--- config.mk ---
export PLATFORM = sky130hd
export DESIGN_NAME = button_conditioner
export DESIGN_NICKNAME = d
export VERILOG_FILES = /design/src/rtl/brick_breaker_pkg.sv /design/src/rtl/button_conditioner_if.sv /design/src/rtl/debounce_cell.sv /design/src/rtl/button_conditioner.sv
export SDC_FILE = /design/constraint.sdc
export NUM_CORES = 1
export LEC_CHECK = 0
export CAP_MARGIN = 20
export CELL_PAD_IN_SITES_DETAIL_PLACEMENT = 1
export CELL_PAD_IN_SITES_GLOBAL_PLACEMENT = 2
export CORE_AREA = 2 2 91 93
export CTS_BUF_LIST = sky130_fd_sc_hd__clkbuf_2 sky130_fd_sc_hd__clkbuf_4 sky130_fd_sc_hd__clkbuf_8
export DETAILED_ROUTE_END_ITERATION = 10
export DIE_AREA = 0 0 93 95
export PLACE_DENSITY = 0.83
export SETUP_SLACK_MARGIN = 0.05
export SYNTH_ARGS = -nofsm -noshare
export SYNTH_HDL_FRONTEND = slang
export SYNTH_SLANG_ARGS = --single-unit
--- constraint.sdc ---
create_clock -name clk -period 4.4 [get_ports clk]
set_input_delay 0.44 -clock clk [delete_from_list [all_inputs] [get_ports clk]]
set_output_delay 0.44 -clock clk [all_outputs]
set_load 0.005 [all_outputs]
--- src/rtl/brick_breaker_pkg.sv ---
// Shared button-conditioner definitions: button indices and the per-button debounce FSM states.
package brick_breaker_pkg;

    localparam int unsigned BTN_LEFT  = 0;
    localparam int unsigned BTN_RIGHT = 1;
    localparam int unsigned BTN_START = 2;
    localparam int unsigned NUM_BTN   = 3;

    typedef enum logic [1:0] {
        StReleased,
        StPressChk,
        StHeld,
        StReleaseChk
    } btn_state_e;

endpackage

--- src/rtl/button_conditioner_if.sv ---
// One button's raw input and its conditioned level/strobe; all signals active as in the pins.
interface button_conditioner_if;

    logic raw_n;
    logic level_n;
    logic pulse;

    modport master (
        output raw_n,
        input  level_n,
        input  pulse
    );

    modport slave (
        input  raw_n,
        output level_n,
        output pulse
    );

endinterface

--- src/rtl/debounce_cell.sv ---
// Single-button conditioner: two-flop synchronizer, 4-state debounce FSM with counter,
// registered active-low level and one-cycle press strobe.
module debounce_cell
    import brick_breaker_pkg::*;
#(
    parameter int unsigned DEBOUNCE_CYCLES = 1000000
) (
    input logic                 clk,
    input logic                 rst,
    button_conditioner_if.slave btn_if
);

    localparam int unsigned     CntW    = $clog2(DEBOUNCE_CYCLES + 1);
    localparam logic [CntW-1:0] CntLast = CntW'(DEBOUNCE_CYCLES - 1);
    localparam logic [CntW-1:0] CntOne  = CntW'(1);

    logic            sync1_q, sync2_q;
    btn_state_e      state_q, state_d;
    logic [CntW-1:0] cnt_q, cnt_d;
    logic            level_q, level_d;
    logic            pulse_q, pulse_d;

    always_ff @(posedge clk) begin
        if (!rst) begin
            sync1_q <= 1'b1;
            sync2_q <= 1'b1;
            state_q <= StReleased;
            cnt_q   <= '0;
            level_q <= 1'b1;
            pulse_q <= 1'b0;
        end else begin
            sync1_q <= btn_if.raw_n;
            sync2_q <= sync1_q;
            state_q <= state_d;
            cnt_q   <= cnt_d;
            level_q <= level_d;
            pulse_q <= pulse_d;
        end
    end

    // The sample that leaves a stable state counts as the first of the DEBOUNCE_CYCLES run.
    always_comb begin
        state_d = state_q;
        cnt_d   = '0;
        level_d = level_q;
        pulse_d = 1'b0;
        unique case (state_q)
            StReleased: begin
                if (!sync2_q) begin
                    state_d = StPressChk;
                    cnt_d   = CntOne;
                end
            end
            StPressChk: begin
                if (sync2_q) begin
                    state_d = StReleased;
                end else if (cnt_q >= CntLast) begin
                    state_d = StHeld;
                    level_d = 1'b0;
                    pulse_d = 1'b1;
                end else begin
                    cnt_d = cnt_q + 1'b1;
                end
            end
            StHeld: begin
                if (sync2_q) begin
                    state_d = StReleaseChk;
                    cnt_d   = CntOne;
                end
            end
            StReleaseChk: begin
                if (!sync2_q) begin
                    state_d = StHeld;
                end else if (cnt_q >= CntLast) begin
                    state_d = StReleased;
                    level_d = 1'b1;
                end else begin
                    cnt_d = cnt_q + 1'b1;
                end
            end
            default: state_d = StReleased;
        endcase
    end

    assign btn_if.level_n = level_q;
    assign btn_if.pulse   = pulse_q;

endmodule

--- src/rtl/button_conditioner.sv ---
// Three-button debouncer with press strobes. Define BUTTON_AUTO_REPEAT_EN to add hold-to-repeat
// strobes on left and right; the default build emits exactly one strobe per debounced press.
module button_conditioner
    import brick_breaker_pkg::*;
#(
    parameter int unsigned DEBOUNCE_CYCLES = 1000000,
    parameter int unsigned REPEAT_DELAY    = 25000000,
    parameter int unsigned REPEAT_PERIOD   = 5000000
) (
    input  logic       clk,
    input  logic       rst,
    input  logic [2:0] key_n,
    output logic       left,
    output logic       right,
    output logic       start,
    output logic       left_pulse,
    output logic       right_pulse,
    output logic       start_pulse
);

    // Shorter settings break the one-idle-cycle guarantee between strobes.
    if (DEBOUNCE_CYCLES < 2 || REPEAT_DELAY < 2 || REPEAT_PERIOD < 2) begin : g_cfg_check
        $error("button_conditioner: DEBOUNCE_CYCLES, REPEAT_DELAY, REPEAT_PERIOD must be >= 2");
    end

    logic [NUM_BTN-1:0] level_n;
    logic [NUM_BTN-1:0] press_pulse;
    logic [NUM_BTN-1:0] out_pulse;

    for (genvar i = 0; i < NUM_BTN; i++) begin : g_btn
        button_conditioner_if u_btn_if ();

        assign u_btn_if.raw_n = key_n[i];

        debounce_cell #(
            .DEBOUNCE_CYCLES(DEBOUNCE_CYCLES)
        ) u_cell (
            .clk   (clk),
            .rst   (rst),
            .btn_if(u_btn_if.slave)
        );

        assign level_n[i]     = u_btn_if.level_n;
        assign press_pulse[i] = u_btn_if.pulse;
    end

`ifdef BUTTON_AUTO_REPEAT_EN
    localparam int unsigned RptMax = (REPEAT_DELAY > REPEAT_PERIOD) ? REPEAT_DELAY : REPEAT_PERIOD;
    localparam int unsigned RptW   = $clog2(RptMax + 1);
    localparam logic [RptW-1:0] DelayLast  = RptW'(REPEAT_DELAY - 1);
    localparam logic [RptW-1:0] PeriodLast = RptW'(REPEAT_PERIOD - 1);

    // Index 0 is left, 1 is right; start never repeats.
    logic [1:0]           first_q, first_d;
    logic [1:0]           rpt_q, rpt_d;
    logic [1:0][RptW-1:0] rpt_cnt_q, rpt_cnt_d;

    always_ff @(posedge clk) begin
        if (!rst) begin
            first_q   <= '1;
            rpt_q     <= '0;
            rpt_cnt_q <= '0;
        end else begin
            first_q   <= first_d;
            rpt_q     <= rpt_d;
            rpt_cnt_q <= rpt_cnt_d;
        end
    end

    // Timer runs on the debounced level, so RELEASE_CHK bounces don't restart it.
    always_comb begin
        first_d   = first_q;
        rpt_d     = '0;
        rpt_cnt_d = rpt_cnt_q;
        for (int b = 0; b < 2; b++) begin
            if (level_n[b]) begin
                rpt_cnt_d[b] = '0;
                first_d[b]   = 1'b1;
            end else if (rpt_cnt_q[b] >= (first_q[b] ? DelayLast : PeriodLast)) begin
                rpt_d[b]     = 1'b1;
                rpt_cnt_d[b] = '0;
                first_d[b]   = 1'b0;
            end else begin
                rpt_cnt_d[b] = rpt_cnt_q[b] + 1'b1;
            end
        end
    end

    assign out_pulse[BTN_LEFT]  = press_pulse[BTN_LEFT] | rpt_q[BTN_LEFT];
    assign out_pulse[BTN_RIGHT] = press_pulse[BTN_RIGHT] | rpt_q[BTN_RIGHT];
    assign out_pulse[BTN_START] = press_pulse[BTN_START];
`else
    assign out_pulse = press_pulse;
`endif

    assign left        = level_n[BTN_LEFT];
    assign right       = level_n[BTN_RIGHT];
    assign start       = level_n[BTN_START];
    assign left_pulse  = out_pulse[BTN_LEFT];
    assign right_pulse = out_pulse[BTN_RIGHT];
    assign start_pulse = out_pulse[BTN_START];

endmodule

==> impl_results.md, run 1 <==
- Outcome: finished clean
- Die Y: 95 um
- Mapped cell area: 3310 um2
- Worst-skew pair later-pin latency: 350 ps
- Max incr delay on CP: 650 ps
- Fin Clk Skew: 4.53 ps
- Final period util: 52.5%
- Filler Cells Inserted: 966
- CTS max path bufs: 2
- DR DRC count: 0
- Worst r2r dst: g_btn[0].u_cell.cnt_q[16]
- First-pass GRT wire length: 12100 um
- WP data arrival: 2600 ps
- Largest net degree at the start of global routing: 20
- Final wirelength: 6870 um
- RSZ-0062 raised after global routing: no
- Die W: 93 um
- Hold Path Depth: 1
- Post-layout min period: 2310 ps
- Initial antenna violation count: 0
- Die area: 8840 um2
- 1st-iter DRT viols: 49
- Type of origin of the critical path: register
- Synth unique cells: 42
- Worst EP required: 4690 ps
- Post-synthesis register bit count: 78
- R2R cell count: 5
- Max IR drop VDD: 0.148 mV
- Synthesis-to-finish area growth: 12.2%
- Fin Setup TNS: 0 ps
- Total GRT Usage: 17.4%
- Seq/Total Area, Yosys: 47.1%
- CP delay by family, top: simple AND/OR/NAND/NOR gates
- Syn nets: 380
- GPL Wtd Cong: 0.721
- Final ANT Viol Nets: 0
- Layout cells sized above 1: 5.64%
- Hold Vio Cnt, Final: 0
- Synth Warn #: 0
- Mean Syn Cell Area: 8.91 um2
- Starting Density: 41.8%
- Ant. Diodes: 0
- Top_reg_cell synth: dfxtp_1
- Finished Layout Cells: 495
- CP max-delay cell: or3_1
- Vias in the first global route: 2604
- Crit path max fanout: 19
- CP Buf/Inv Count: 0
- Fraction of registers with async set or reset after synthesis: 0%
- Hpwl dp: 4740 um
- Most frequent cells in the layout: 78 x dfxtp_1, 70 x nor2_1, 27 x xor2_1
- Most common cell after layout, fill and taps aside: dfxtp_1
- TritonCTS Buffers: 9
- Slew headroom: 56.8%
- Hold-fix buffers, CTS: 0
- Routed WL per cell: 13.9 um
- HP Class: register to register
- GRT met2 Usage: 27.6%
- Worst path cell trace: or4_1 -> nor3_2 -> a21oi_1 -> or3_1 -> and2b_2
- Net count, final: 393
- Critical path class: register to register
- FP Rows: 33
- Hold Path Origin: g_btn[1].u_cell.sync1_q
- # Post-CTS Setup Buffers: 0
- CP endpoint kind: register
- Syn Inst Count: 372
- First drt pass iteration count: 4
- Clock-pin slew on the worst setup and hold paths: 80 ps
- Max-cap violations: 0
- Core box area: 7930 um2
- CTS tree: built
- IO Count: 11
- Dpl cells: 479
- # H-tree levels: 3
- Gr busiest metal: met2
- Grt total ovfl: 0
- Cts repair resizes: 0
- Pwr Density: 357 nW/um2
- Reg2reg setup slack: 2090 ps
- Clock Sink Count: 78
- Max frequency: 433 MHz
- Root buffer cell: clkbuf_8
- R2R Path Start: g_btn[0].u_cell.cnt_q[15]
- Met1 Resource Use GR: 22.7%
- Slew Viols, Final: 0
- Met3 usage: 2.87%
- Final Setup Violations: 0
- I/O Buffers: 10
- Slew of the pin with the lowest slew margin: 649 ps
- DR vias: 2530
- Post-synth EDFFs: 0
- Vias/cell: 5.11
- Hold endpoint: g_btn[1].u_cell.sync2_q
- Leakage: 1.20 nW
## cell usage after synthesis, types with 2 or more instances
cell	number	area share, %
buf_2	3	0.45
and3_1	12	2.3
a21oi_1	5	0.75
dfxtp_1	78	47
clkbuf_1	3	0.34
xnor2_1	26	6.9
ha_1	3	1.1
nand2_1	26	2.9
nand4_1	11	2.1
or4_1	3	0.68
and4_1	7	1.8
inv_1	11	1.2
o211a_1	2	0.60
a211oi_1	6	1.4
nand3_1	23	3.5
or2_2	2	0.38
nor4_1	4	0.75
xor2_1	27	7.1
o21a_1	2	0.45
or3_1	3	0.57
o21ai_0	6	0.91
o22ai_1	2	0.38
nor2_1	70	7.9
nand2b_1	6	1.1
nor4b_1	2	0.53
nor3_1	13	2.0
## cell type report
| class | count | area, um2 | share of cell area [%] |
|---|---|---|---|
| clock inverters | 2 | 37.5 | 1.01 |
| inverters | 11 | 41.3 | 1.11 |
| clock buffers | 14 | 186 | 5.02 |
| flip-flops and latches | 78 | 1560 | 42.0 |
| well taps | 105 | 131 | 3.53 |
| multi-input cells | 275 | 1660 | 44.6 |
| repair buffers | 10 | 100 | 2.69 |
## registers in the layout (all words and copies together), names as in the netlist, named ones only
signal,count
g_btn.u_cell.sync2_q,3
g_btn.u_cell.state_q,3
g_btn.u_cell.btn_if.pulse,3
g_btn.u_cell.sync1_q,3
g_btn.u_cell.btn_if.level_n,3
g_btn.u_cell.cnt_q,60
## power breakdown
part	switching, W	internal, W	total [W]
clock network	0.000253	0.000331	0.000584
logic	0.0000101	0.0000136	0.0000236
registers	0.00000617	0.000713	0.000719
## stage by stage
stage	hold WS [ps]	total power, W	utilization, %	setup WS, ps	area [um2]
6_report	417	0.00133	46.9	2090	3720
5_1_grt	437	0.00138	46.9	1930	3720
4_1_cts	427	0.00135	46.9	2060	3720
3_5_place_dp	405	0.000760	44.1	1820	3490
3_3_place_gp	392	0.000759	44.1	1850	3490
2_1_floorplan	386	0.000745	-	2510	3310
## worst max-delay path by stage
| stage | start | endpoint | slack [ps] | cells after the start |
|---|---|---|---|---|
| 6_report | g_btn[0].u_cell.cnt_q[15] | g_btn[0].u_cell.cnt_q[16] | 2090 | 5 |
| 3_5_place_dp | rst | g_btn[0].u_cell.cnt_q[16] | 1820 | 4 |
| 3_3_place_gp | rst | g_btn[0].u_cell.cnt_q[16] | 1850 | 4 |
| 5_1_grt | g_btn[0].u_cell.cnt_q[15] | g_btn[0].u_cell.cnt_q[16] | 1930 | 5 |
| 4_1_cts | g_btn[0].u_cell.cnt_q[15] | g_btn[0].u_cell.cnt_q[16] | 2060 | 5 |
| 2_1_floorplan | g_btn[0].u_cell.cnt_q[15] | g_btn[0].u_cell.cnt_q[7] | 2510 | 7 |
## per-layer routing
| metal | wire, um | up-vias |
|---|---|---|
| li1 | - | 1298 |
| met1 | 3530 | 1202 |
| met2 | 3070 | 19 |
| met3 | 116 | 11 |
| met4 | 157 | 0 |
| met5 | 0 | - |
## cell families (layout without fill, tap and decap cells)
group	Yosys count	count (layout)	share of synthesized area (%)
AO/OA/AOI/OAI	32	32	7.02
XOR/XNOR	53	53	14.0
adder cells (fa/ha/maj)	3	3	1.13
buffers and inverters	19	37	2.83
flip-flops	78	78	47.1
multiplexers	1	1	0.302
AND/OR/NAND/NOR	186	186	27.6
(Power assumes the default switching activity.)
==> run 2: changes to the inputs <==
--- a/config.mk
+++ b/config.mk
@@ -8,11 +8,11 @@
 export CAP_MARGIN = 20
 export CELL_PAD_IN_SITES_DETAIL_PLACEMENT = 1
 export CELL_PAD_IN_SITES_GLOBAL_PLACEMENT = 2
-export CORE_AREA = 2 2 91 93
+export CORE_AREA = 2 2 99 101
 export CTS_BUF_LIST = sky130_fd_sc_hd__clkbuf_2 sky130_fd_sc_hd__clkbuf_4 sky130_fd_sc_hd__clkbuf_8
 export DETAILED_ROUTE_END_ITERATION = 10
-export DIE_AREA = 0 0 93 95
-export PLACE_DENSITY = 0.83
+export DIE_AREA = 0 0 101 103
+export PLACE_DENSITY = 0.74
 export SETUP_SLACK_MARGIN = 0.05
 export SYNTH_ARGS = -nofsm -noshare
 export SYNTH_HDL_FRONTEND = slang
==> constraint.sdc (replaced) <==
create_clock -name clk -period 2.1 [get_ports clk]
set_input_delay 0.21 -clock clk [delete_from_list [all_inputs] [get_ports clk]]
set_output_delay 0.21 -clock clk [all_outputs]
set_load 0.005 [all_outputs]
==> run 2 against run 1 <==
- register-to-register slack lost 1900 ps
- core utilization decreased by 6.7 points
- worst setup slack got worse by 1900 ps
- wire length up 2.4%
==> impl_results.md, run 2 (synthesis results as in run 1) <==
- Die Y: 103 um (+8.4%)
- I/O Buffers: 10 (unchanged)
- DR DRC count: 0 (unchanged)
- Post-layout min period: 1900 ps (-406 ps)
- Type of origin of the critical path: register
- Vias/cell: 5.04 (-1.4%)
- Fin Setup TNS: 0 ps (unchanged)
- Largest net degree at the start of global routing: 20 (unchanged)
- Finished Layout Cells: 516 (+4.2%)
- Most frequent cells in the layout: 78 x dfxtp_1, 70 x nor2_1, 27 x xor2_1
- Routed WL per cell: 13.6 um (-1.7%)
- Final wirelength: 7040 um (+2.4%)
- First-pass GRT wire length: 12500 um (+3.4%)
- Crit path max fanout: 9 (-10)
- Max IR drop VDD: 0.282 mV (+90%)
- Hold-fix buffers, CTS: 0 (unchanged)
- Slew Viols, Final: 0 (unchanged)
- Biggest register: g_btn.u_cell.cnt_q
- Synthesis-to-finish area growth: 14.8%
- Initial antenna violation count: 0 (unchanged)
- # Post-CTS Setup Buffers: 0 (unchanged)
- RSZ-0062 raised after global routing: yes
- CP endpoint kind: register
- Hold Vio Cnt, Final: 0 (unchanged)
- IO Count: 11 (unchanged)
- Final Setup Violations: 0 (unchanged)
- TritonCTS Buffers: 9 (unchanged)
- Hpwl dp: 4990 um (+5.4%)
- Root buffer cell: clkbuf_8
- CTS max path bufs: 2 (unchanged)
- Final period util: 90.7% (+38 points)
- Most common cell after layout, fill and taps aside: dfxtp_1
- Vias in the first global route: 2702 (+3.8%)
- Die W: 101 um (+8.6%)
- GPL Wtd Cong: 0.740 (+2.6%)
- Final ANT Viol Nets: 0 (unchanged)
- Register area: 1560 um2 (unchanged)
- Max reg flops: 60 (unchanged)
- Final worst setup slack: 196 ps (-1890 ps)
- Max frequency: 525 MHz (+21%)
- Dpl cells: 502 (+4.8%)
- FP Rows: 36 (+9.1%)
- Worst-skew pair later-pin latency: 350 ps (about the same)
- Clock Sink Count: 78 (unchanged)
- Area occupied by multi-input gates: 1680 um2 (+1.2%)
- Filler Cells Inserted: 1125 (+16%)
- Leakage: 1.26 nW (+4.7%)
- Grt total ovfl: 0 (unchanged)
- 1st-iter DRT viols: 51 (+4.1%)
- Critical path class: register to register
- Max-cap violations: 0 (unchanged)
- Pwr Density: 669 nW/um2 (+87%)
- WP data arrival: 2190 ps (-410 ps)
- Net count, final: 407 (+3.6%)
- Slew of the pin with the lowest slew margin: 594 ps (-54.9 ps)
- Reg2reg setup slack: 200 ps (-1890 ps)
- Fin Clk Skew: 5.68 ps (+1.15 ps)
- Core box area: 9460 um2 (+19%)
- DR vias: 2600 (+2.8%)
- Total GRT Usage: 15.3% (-2.0 points)
- Layout cells sized above 1: 9.45% (+3.8 points)
- Ant. Diodes: 0 (unchanged)
- Setup WS pre-CTS: 88.5 ps (-1730 ps)
- Die area: 10400 um2 (+18%)
- Outcome: finished clean
- First drt pass iteration count: 4 (unchanged)
- Clock-pin slew on the worst setup and hold paths: 80 ps (about the same)
- Tot Pwr: 0.00254 W (+92%)
- # H-tree levels: 3 (unchanged)
- Starting Density: 35.0% (-6.8 points)
- Worst EP required: 2390 ps (-2300 ps)
- HP Class: register to register
- CTS tree: built
- Slew headroom: 60.1% (+3.3 points)
## run 2: final timing paths
check                                 start                         to  depth (start not counted)
setup reg to reg  g_btn[0].u_cell.cnt_q[13]  g_btn[0].u_cell.cnt_q[11]                          6
setup / recovery  g_btn[0].u_cell.cnt_q[13]  g_btn[0].u_cell.cnt_q[11]                          6
hold / removal      g_btn[0].u_cell.sync1_q    g_btn[0].u_cell.sync2_q                          1
hold reg to reg     g_btn[0].u_cell.sync1_q    g_btn[0].u_cell.sync2_q                          1
## run 2: cell type report
class                   instances  share of cell area (%)
clock buffers                  12                    4.01
clock inverters                 2                   0.263
inverters                      11                    1.09
multi-input cells             275                    44.1
flip-flops and latches         78                    41.0
well taps                     114                    3.75
repair buffers                 24                    5.72
## run 2: worst max-delay path, stage by stage (launching register included)
cell and delay [ps]:
dfxtp_1 340, or4_1 520, nor3_2 200, a21oi_2 90, or3_4 410, buf_4 180, nor2_1 100
## run 2: where the power goes
group          leakage [nW]  internal (W)  switching, W
clock network        0.0889      0.000472      0.000511
registers             0.630       0.00149     0.0000144
logic                 0.538     0.0000314     0.0000221
total                  1.26       0.00200      0.000547
## run 2: stage by stage
step	hold WS, ps	cell area [um2]	utilization (%)
finish	412	3800	40.2
global route	432	3800	40.2
CTS	398	3780	40.0
detailed placement	402	3620	38.3
global placement	389	3620	38.3
floorplan	283	3310	-
## run 2: per-layer routing
layer	wire [um]	global-route usage (%)
met3	164	2.98
met4	135	7.80
met2	3180	24.4
met5	0	0
met1	3560	20.0
## run 2: repair_timing
action / CTS / global route
resized for setup: 0 / 4
setup endpoints to repair: 0 / 35
hold endpoints to repair: 0 / 0
